<file path="config.mk">
export PLATFORM = sky130hd
export DESIGN_NAME = alarm_controller
export DESIGN_NICKNAME = d
export VERILOG_FILES = /design/src/rtl/alarm_controller_pkg.sv /design/src/rtl/alarm_controller_countdown_timer.sv /design/src/rtl/alarm_controller.sv
export SDC_FILE = /design/constraint.sdc
export NUM_CORES = 1
export LEC_CHECK = 0
export CORE_AREA = 5 5 76 78
export DETAILED_ROUTE_END_ITERATION = 10
export DIE_AREA = 0 0 81 83
export PLACE_DENSITY = 0.57
export SYNTH_ARGS = -nofsm -noshare
export SYNTH_HDL_FRONTEND = slang
export SYNTH_SLANG_ARGS = --single-unit
</file>
<file path="constraint.sdc">
create_clock -name clock -period 2.4 [get_ports clock]
set_clock_uncertainty 0.1 [all_clocks]
set_input_delay 0.72 -clock clock [delete_from_list [all_inputs] [get_ports clock]]
set_output_delay 0.72 -clock clock [all_outputs]
set_load 0.02 [all_outputs]
</file>
<file path="src/rtl/alarm_controller_pkg.sv">
// rtl/alarm_controller_pkg.sv - shared types and constants for the anti-theft alarm controller
package alarm_controller_pkg;

    localparam int TW_DEF = 4;

    typedef enum logic [2:0] {
        ARMED       = 3'd0,
        TRIGGERED   = 3'd1,
        SOUND_ALARM = 3'd2,
        DISARMED    = 3'd3,
        IGN_OFF     = 3'd4,
        DOOR_OPEN   = 3'd5,
        ARMING      = 3'd6
    } state_e;

    localparam logic [1:0] P_ARM       = 2'd0;
    localparam logic [1:0] P_DRIVER    = 2'd1;
    localparam logic [1:0] P_PASSENGER = 2'd2;
    localparam logic [1:0] P_ALARM     = 2'd3;

endpackage

</file>
<file path="src/rtl/alarm_controller_countdown_timer.sv">
// rtl/alarm_controller_countdown_timer.sv - loadable seconds down-counter that saturates at zero
module countdown_timer
    import alarm_controller_pkg::*;
#(
    parameter int TW = TW_DEF
) (
    input  logic          clock,
    input  logic          reset,
    input  logic          load,
    input  logic [TW-1:0] load_value,
    input  logic          tick,
    output logic          expired
);

    logic [TW-1:0] count_q;
    logic [TW-1:0] count_d;

    // A load absorbs a coincident tick, so a load of V expires after exactly V ticks.
    always_comb begin
        count_d = count_q;
        if (load) begin
            count_d = load_value;
        end else if (tick && (count_q != '0)) begin
            count_d = count_q - 1'b1;
        end
    end

    always_ff @(posedge clock or posedge reset) begin
        if (reset) begin
            count_q <= '0;
        end else begin
            count_q <= count_d;
        end
    end

    assign expired = (count_q == '0);

endmodule

</file>
<file path="src/rtl/alarm_controller.sv">
// rtl/alarm_controller.sv - anti-theft state machine with reprogrammable entry/arm/alarm time table
module alarm_controller
    import alarm_controller_pkg::*;
#(
    parameter int TW                    = TW_DEF,
    parameter int T_ARM_DELAY_DEF       = 6,
    parameter int T_DRIVER_DELAY_DEF    = 8,
    parameter int T_PASSENGER_DELAY_DEF = 15,
    parameter int T_ALARM_ON_DEF        = 10
) (
    input  logic          clock,
    input  logic          reset,
    input  logic          one_hz_enable,
    input  logic          two_hz_enable,
    input  logic          ignition,
    input  logic          door_driver,
    input  logic          door_passenger,
    input  logic          reprogram,
    input  logic [1:0]    time_param_sel,
    input  logic [TW-1:0] time_value,
    output logic          enable_siren,
    output logic          status_indicator,
    output logic          armed
);

    state_e        state_q;
    state_e        state_d;
    logic          status_q;
    logic          status_d;
    logic [TW-1:0] table_q [4];
    logic [TW-1:0] table_d [4];
    logic          load;
    logic [TW-1:0] load_value;
    logic          expired;

    countdown_timer #(.TW(TW)) u_timer (
        .clock      (clock),
        .reset      (reset),
        .load       (load),
        .load_value (load_value),
        .tick       (one_hz_enable),
        .expired    (expired)
    );

    always_comb begin
        for (int i = 0; i < 4; i++) begin
            table_d[i] = table_q[i];
        end
        if (reprogram) begin
            table_d[time_param_sel] = time_value;
        end
    end

    always_ff @(posedge clock or posedge reset) begin
        if (reset) begin
            state_q            <= ARMED;
            status_q           <= 1'b0;
            table_q[P_ARM]       <= TW'(T_ARM_DELAY_DEF);
            table_q[P_DRIVER]    <= TW'(T_DRIVER_DELAY_DEF);
            table_q[P_PASSENGER] <= TW'(T_PASSENGER_DELAY_DEF);
            table_q[P_ALARM]     <= TW'(T_ALARM_ON_DEF);
        end else begin
            state_q  <= state_d;
            status_q <= status_d;
            for (int i = 0; i < 4; i++) begin
                table_q[i] <= table_d[i];
            end
        end
    end

    // Loads read table_q, so a reprogram in the same cycle only affects later loads.
    always_comb begin
        state_d    = state_q;
        load       = 1'b0;
        load_value = '0;
        if (reprogram) begin
            state_d = ARMED;
            load    = 1'b1;
        end else begin
            unique case (state_q)
                ARMED: begin
                    if (ignition) begin
                        state_d = DISARMED;
                    end else if (door_driver) begin
                        state_d    = TRIGGERED;
                        load       = 1'b1;
                        load_value = table_q[P_DRIVER];
                    end else if (door_passenger) begin
                        state_d    = TRIGGERED;
                        load       = 1'b1;
                        load_value = table_q[P_PASSENGER];
                    end
                end
                TRIGGERED: begin
                    if (ignition) begin
                        state_d = DISARMED;
                    end else if (expired) begin
                        state_d    = SOUND_ALARM;
                        load       = 1'b1;
                        load_value = table_q[P_ALARM];
                    end
                end
                SOUND_ALARM: begin
                    if (ignition) begin
                        state_d = DISARMED;
                    end else if (door_driver || door_passenger) begin
                        load       = 1'b1;
                        load_value = table_q[P_ALARM];
                    end else if (expired) begin
                        state_d = ARMED;
                    end
                end
                DISARMED: begin
                    if (!ignition) begin
                        state_d = IGN_OFF;
                    end
                end
                IGN_OFF: begin
                    if (ignition) begin
                        state_d = DISARMED;
                    end else if (door_driver) begin
                        state_d = DOOR_OPEN;
                    end
                end
                DOOR_OPEN: begin
                    if (ignition) begin
                        state_d = DISARMED;
                    end else if (!door_driver) begin
                        state_d    = ARMING;
                        load       = 1'b1;
                        load_value = table_q[P_ARM];
                    end
                end
                ARMING: begin
                    if (ignition) begin
                        state_d = DISARMED;
                    end else if (door_driver || door_passenger) begin
                        load       = 1'b1;
                        load_value = table_q[P_ARM];
                    end else if (expired) begin
                        state_d = ARMED;
                    end
                end
                default: begin
                    state_d = ARMED;
                end
            endcase
        end
    end

    // The LED blink phase restarts from dark on every entry into ARMED, including a reprogram.
    always_comb begin
        status_d = 1'b0;
        unique case (state_d)
            ARMED: begin
                if (reprogram || (state_q != ARMED)) begin
                    status_d = 1'b0;
                end else if (two_hz_enable) begin
                    status_d = ~status_q;
                end else begin
                    status_d = status_q;
                end
            end
            TRIGGERED, SOUND_ALARM: status_d = 1'b1;
            default:                status_d = 1'b0;
        endcase
        enable_siren     = (state_q == SOUND_ALARM);
        armed            = (state_q == ARMED);
        status_indicator = status_q;
    end

endmodule

</file>
==> results.sh <==
export IMPL_critPathKind="reg2out"
export IMPL_cp_start_kind="register"
export IMPL_grt_pass1_wl_mm=5.499
export IMPL_wl_per_cell_um=13.51
export IMPL_clk_latency_ps=270
export IMPL_die_x_um=81
export IMPL_required_ps=1580
export IMPL_drt_total_wl_mm=3.161
export IMPL_gr_total_overflow=0
export IMPL_clk_path_buf_depth=2
export IMPL_ys_seq_area_frac=0.4267
export IMPL_cts_sinks=24
export IMPL_synth_warning_count=0
export IMPL_crit_buf_inv=1
export IMPL_start_util=0.2862
export IMPL_cap_violations=0
export IMPL_fin_util=0.3626
export IMPL_hold_path_class="reg2reg"
export IMPL_cpPeakStageDelay_ps=630
export IMPL_ctsHoldBuffers=0
export IMPL_p_leak_uw=0.0007230
export IMPL_cts_clk_slew_worst_paths_ps=90
export IMPL_synth_edf_count=0
export IMPL_period_minus_slack_ps=2370
export IMPL_netlist_area_mm2=0.001434
export IMPL_path_max_fanout=5
export IMPL_slew_limit_headroom=0.6907
export IMPL_first_pass_iters=5
export IMPL_drt_iter0_markers=105
export IMPL_r2r_slack_ps=350
export IMPL_syn_inst=134
export IMPL_syn_nets=149
export IMPL_diodes=0
export IMPL_nFillCells=537
export IMPL_grt_pass1_vias=1199
export IMPL_ctsResizeCount=1
export IMPL_syn_avg_cell_area_um2=10.70
export IMPL_cts_tree="built"
export IMPL_area_growth_pct=26.70
export IMPL_cts_root_buf="clkbuf_8"
export IMPL_fin_nets=180
export IMPL_via_per_inst=4.748
export IMPL_num_rows=26
export IMPL_worstPathArrival_ps=1550
export IMPL_track_usage=0.1032
export IMPL_cts_htree_levels=1
export IMPL_power_density_mw_per_mm2=679.2
export IMPL_core_region_area_mm2=0.005010
export IMPL_fin_crit_sh=0.9876
export IMPL_io_pins=17
export IMPL_finalSetupViolations=0
export IMPL_ant_nets=0
export IMPL_whs_ps=413.1
export IMPL_tightest_slew_ps=459.7
export IMPL_ys_async_sr_fraction=1.000
export IMPL_io_buffers=16
export IMPL_end_kind="primary output"
export IMPL_vias=1111
export IMPL_final_cell_mix="mux2_2 (17), buf_4 (16), clkdlybuf4s50_1 (15), dfrtp_1 (15), a21oi_1 (11)"
export IMPL_crit_chain="nor3_1 > clkdlybuf4s50_1"
export IMPL_rsz0062_at_grt="no"
export IMPL_grt_max_degree=25
export IMPL_drcViolationCount=0
export IMPL_numCtsBuffers=3
export IMPL_layout_commonest_cell="mux2_2"
export IMPL_status="completed"
export IMPL_synthFlopType="dfrtp_1"
export IMPL_report_final_slew_viol_count=0
export IMPL_vdd_drop_max_v=0.0003448
export IMPL_dp_hpwl_mm=2.450
export IMPL_post_cts_buffers=0
export IMPL_yosysUniqueCellTypes=42
export IMPL_crit_family="buffers and inverters"
export IMPL_hold_violations=0
export IMPL_ys_seq_elements=24
export IMPL_dieArea_mm2=0.006723
export IMPL_antenna_found_initial=0
export IMPL_drive_gt1_frac=0.3232
export IMPL_dieHeight_um=83
export IMPL_crit_slowest_cell="clkdlybuf4s50_1"
export IMPL_total_power_uw=1234
export IMPL_max_clock_freq_mhz=421.9
export IMPL_gp_congestion=0.8001
## cells in the mapped netlist, drive strengths merged, types with 2 or more instances
library cell / number / share of area
mux2: 17 / 0.13
dfrtp: 15 / 0.26
a21oi: 11 / 0.038
nor2: 10 / 0.026
dfstp: 9 / 0.16
nand2: 7 / 0.018
buf: 6 / 0.027
inv: 5 / 0.013
a221oi: 4 / 0.033
mux2i: 4 / 0.028
nand3: 4 / 0.014
nor2b: 4 / 0.017
nor3: 4 / 0.014
nand2b: 3 / 0.013
nor3b: 3 / 0.024
a21boi: 2 / 0.010
a31oi: 2 / 0.0087
nand3b: 2 / 0.010
o21ai: 2 / 0.0070
o22ai: 2 / 0.0087
xnor2: 2 / 0.012
## path summary, 6_finish.rpt
| kind | cells after the start | start | to |
|---|---|---|---|
| hold reg to reg | 1 | table_q[10]$_DFFE_PP0P_ | table_q[10]$_DFFE_PP0P_ |
| setup reg to reg | 6 | u_timer.count_q[0]$_DFFE_PP0P_ | u_timer.count_q[1]$_DFFE_PP0P_ |
| setup / recovery | 2 | state_q[0]$_DFF_PP0_ | armed |
| min in group asynchronous | 3 | reset | table_q[10]$_DFFE_PP0P_ |
| max in group asynchronous | 3 | reset | table_q[1]$_DFFE_PP1P_ |
| hold / removal | 1 | table_q[10]$_DFFE_PP0P_ | table_q[10]$_DFFE_PP0P_ |
## stage by stage
| step | area [um^2] | setup slack (ps) | TNS [ps] | instances |
|---|---|---|---|---|
| after floorplan | 1434 | 347.4 | 0 | 134 |
| after global placement | 1763 | -113.8 | -395.5 | 230 |
| after detailed placement | 1763 | -115.9 | -460.9 | 230 |
| after CTS | 1817 | 22.77 | 0 | 234 |
| after global routing | 1817 | 9.411 | 0 | 234 |
| final | 1817 | 29.74 | 0 | 234 |
## state kept, by name, indices dropped and copies added, names as in the netlist
signal	cells
state_q	3
status_indicator	1
table_q	16
u_timer.count_q	4
## final cells by class
cell class,count,area (um^2),share of cell area
multi-input combinational,99,764.5,0.4208
timing repair buffer,32,279.0,0.1536
inverter,5,18.77,0.01033
sequential,24,611.8,0.3368
clock buffer,4,55.05,0.03030
tap,70,87.58,0.04821
## kinds of logic after synthesis
group | Yosys count | synth area share
mux | 21 | 0.1614
flops | 24 | 0.4267
xor+xnor | 3 | 0.01833
compound gates | 31 | 0.1684
buf+inv | 11 | 0.04014
simple gates | 43 | 0.1763
fa+ha+maj | 1 | 0.008725
## per-layer routing
metal,wire length [um],vias to the layer above,GRT usage
met2,1523,16,0.1688
met3,122,5,0.02165
met4,70,0,0.04608
met5,0,-,0
met1,1446,539,0.1279
li1,-,551,-
## report_power, final
part	switching (uW)	total, uW	internal (uW)	leakage, uW
Combinational	186	403	217	0.000412
Sequential	50.4	548	498	0.000282
Clock	136	283	147	0.0000288
Total	372	1230	861	0.000723
Power figures use the tool's default switching activity.
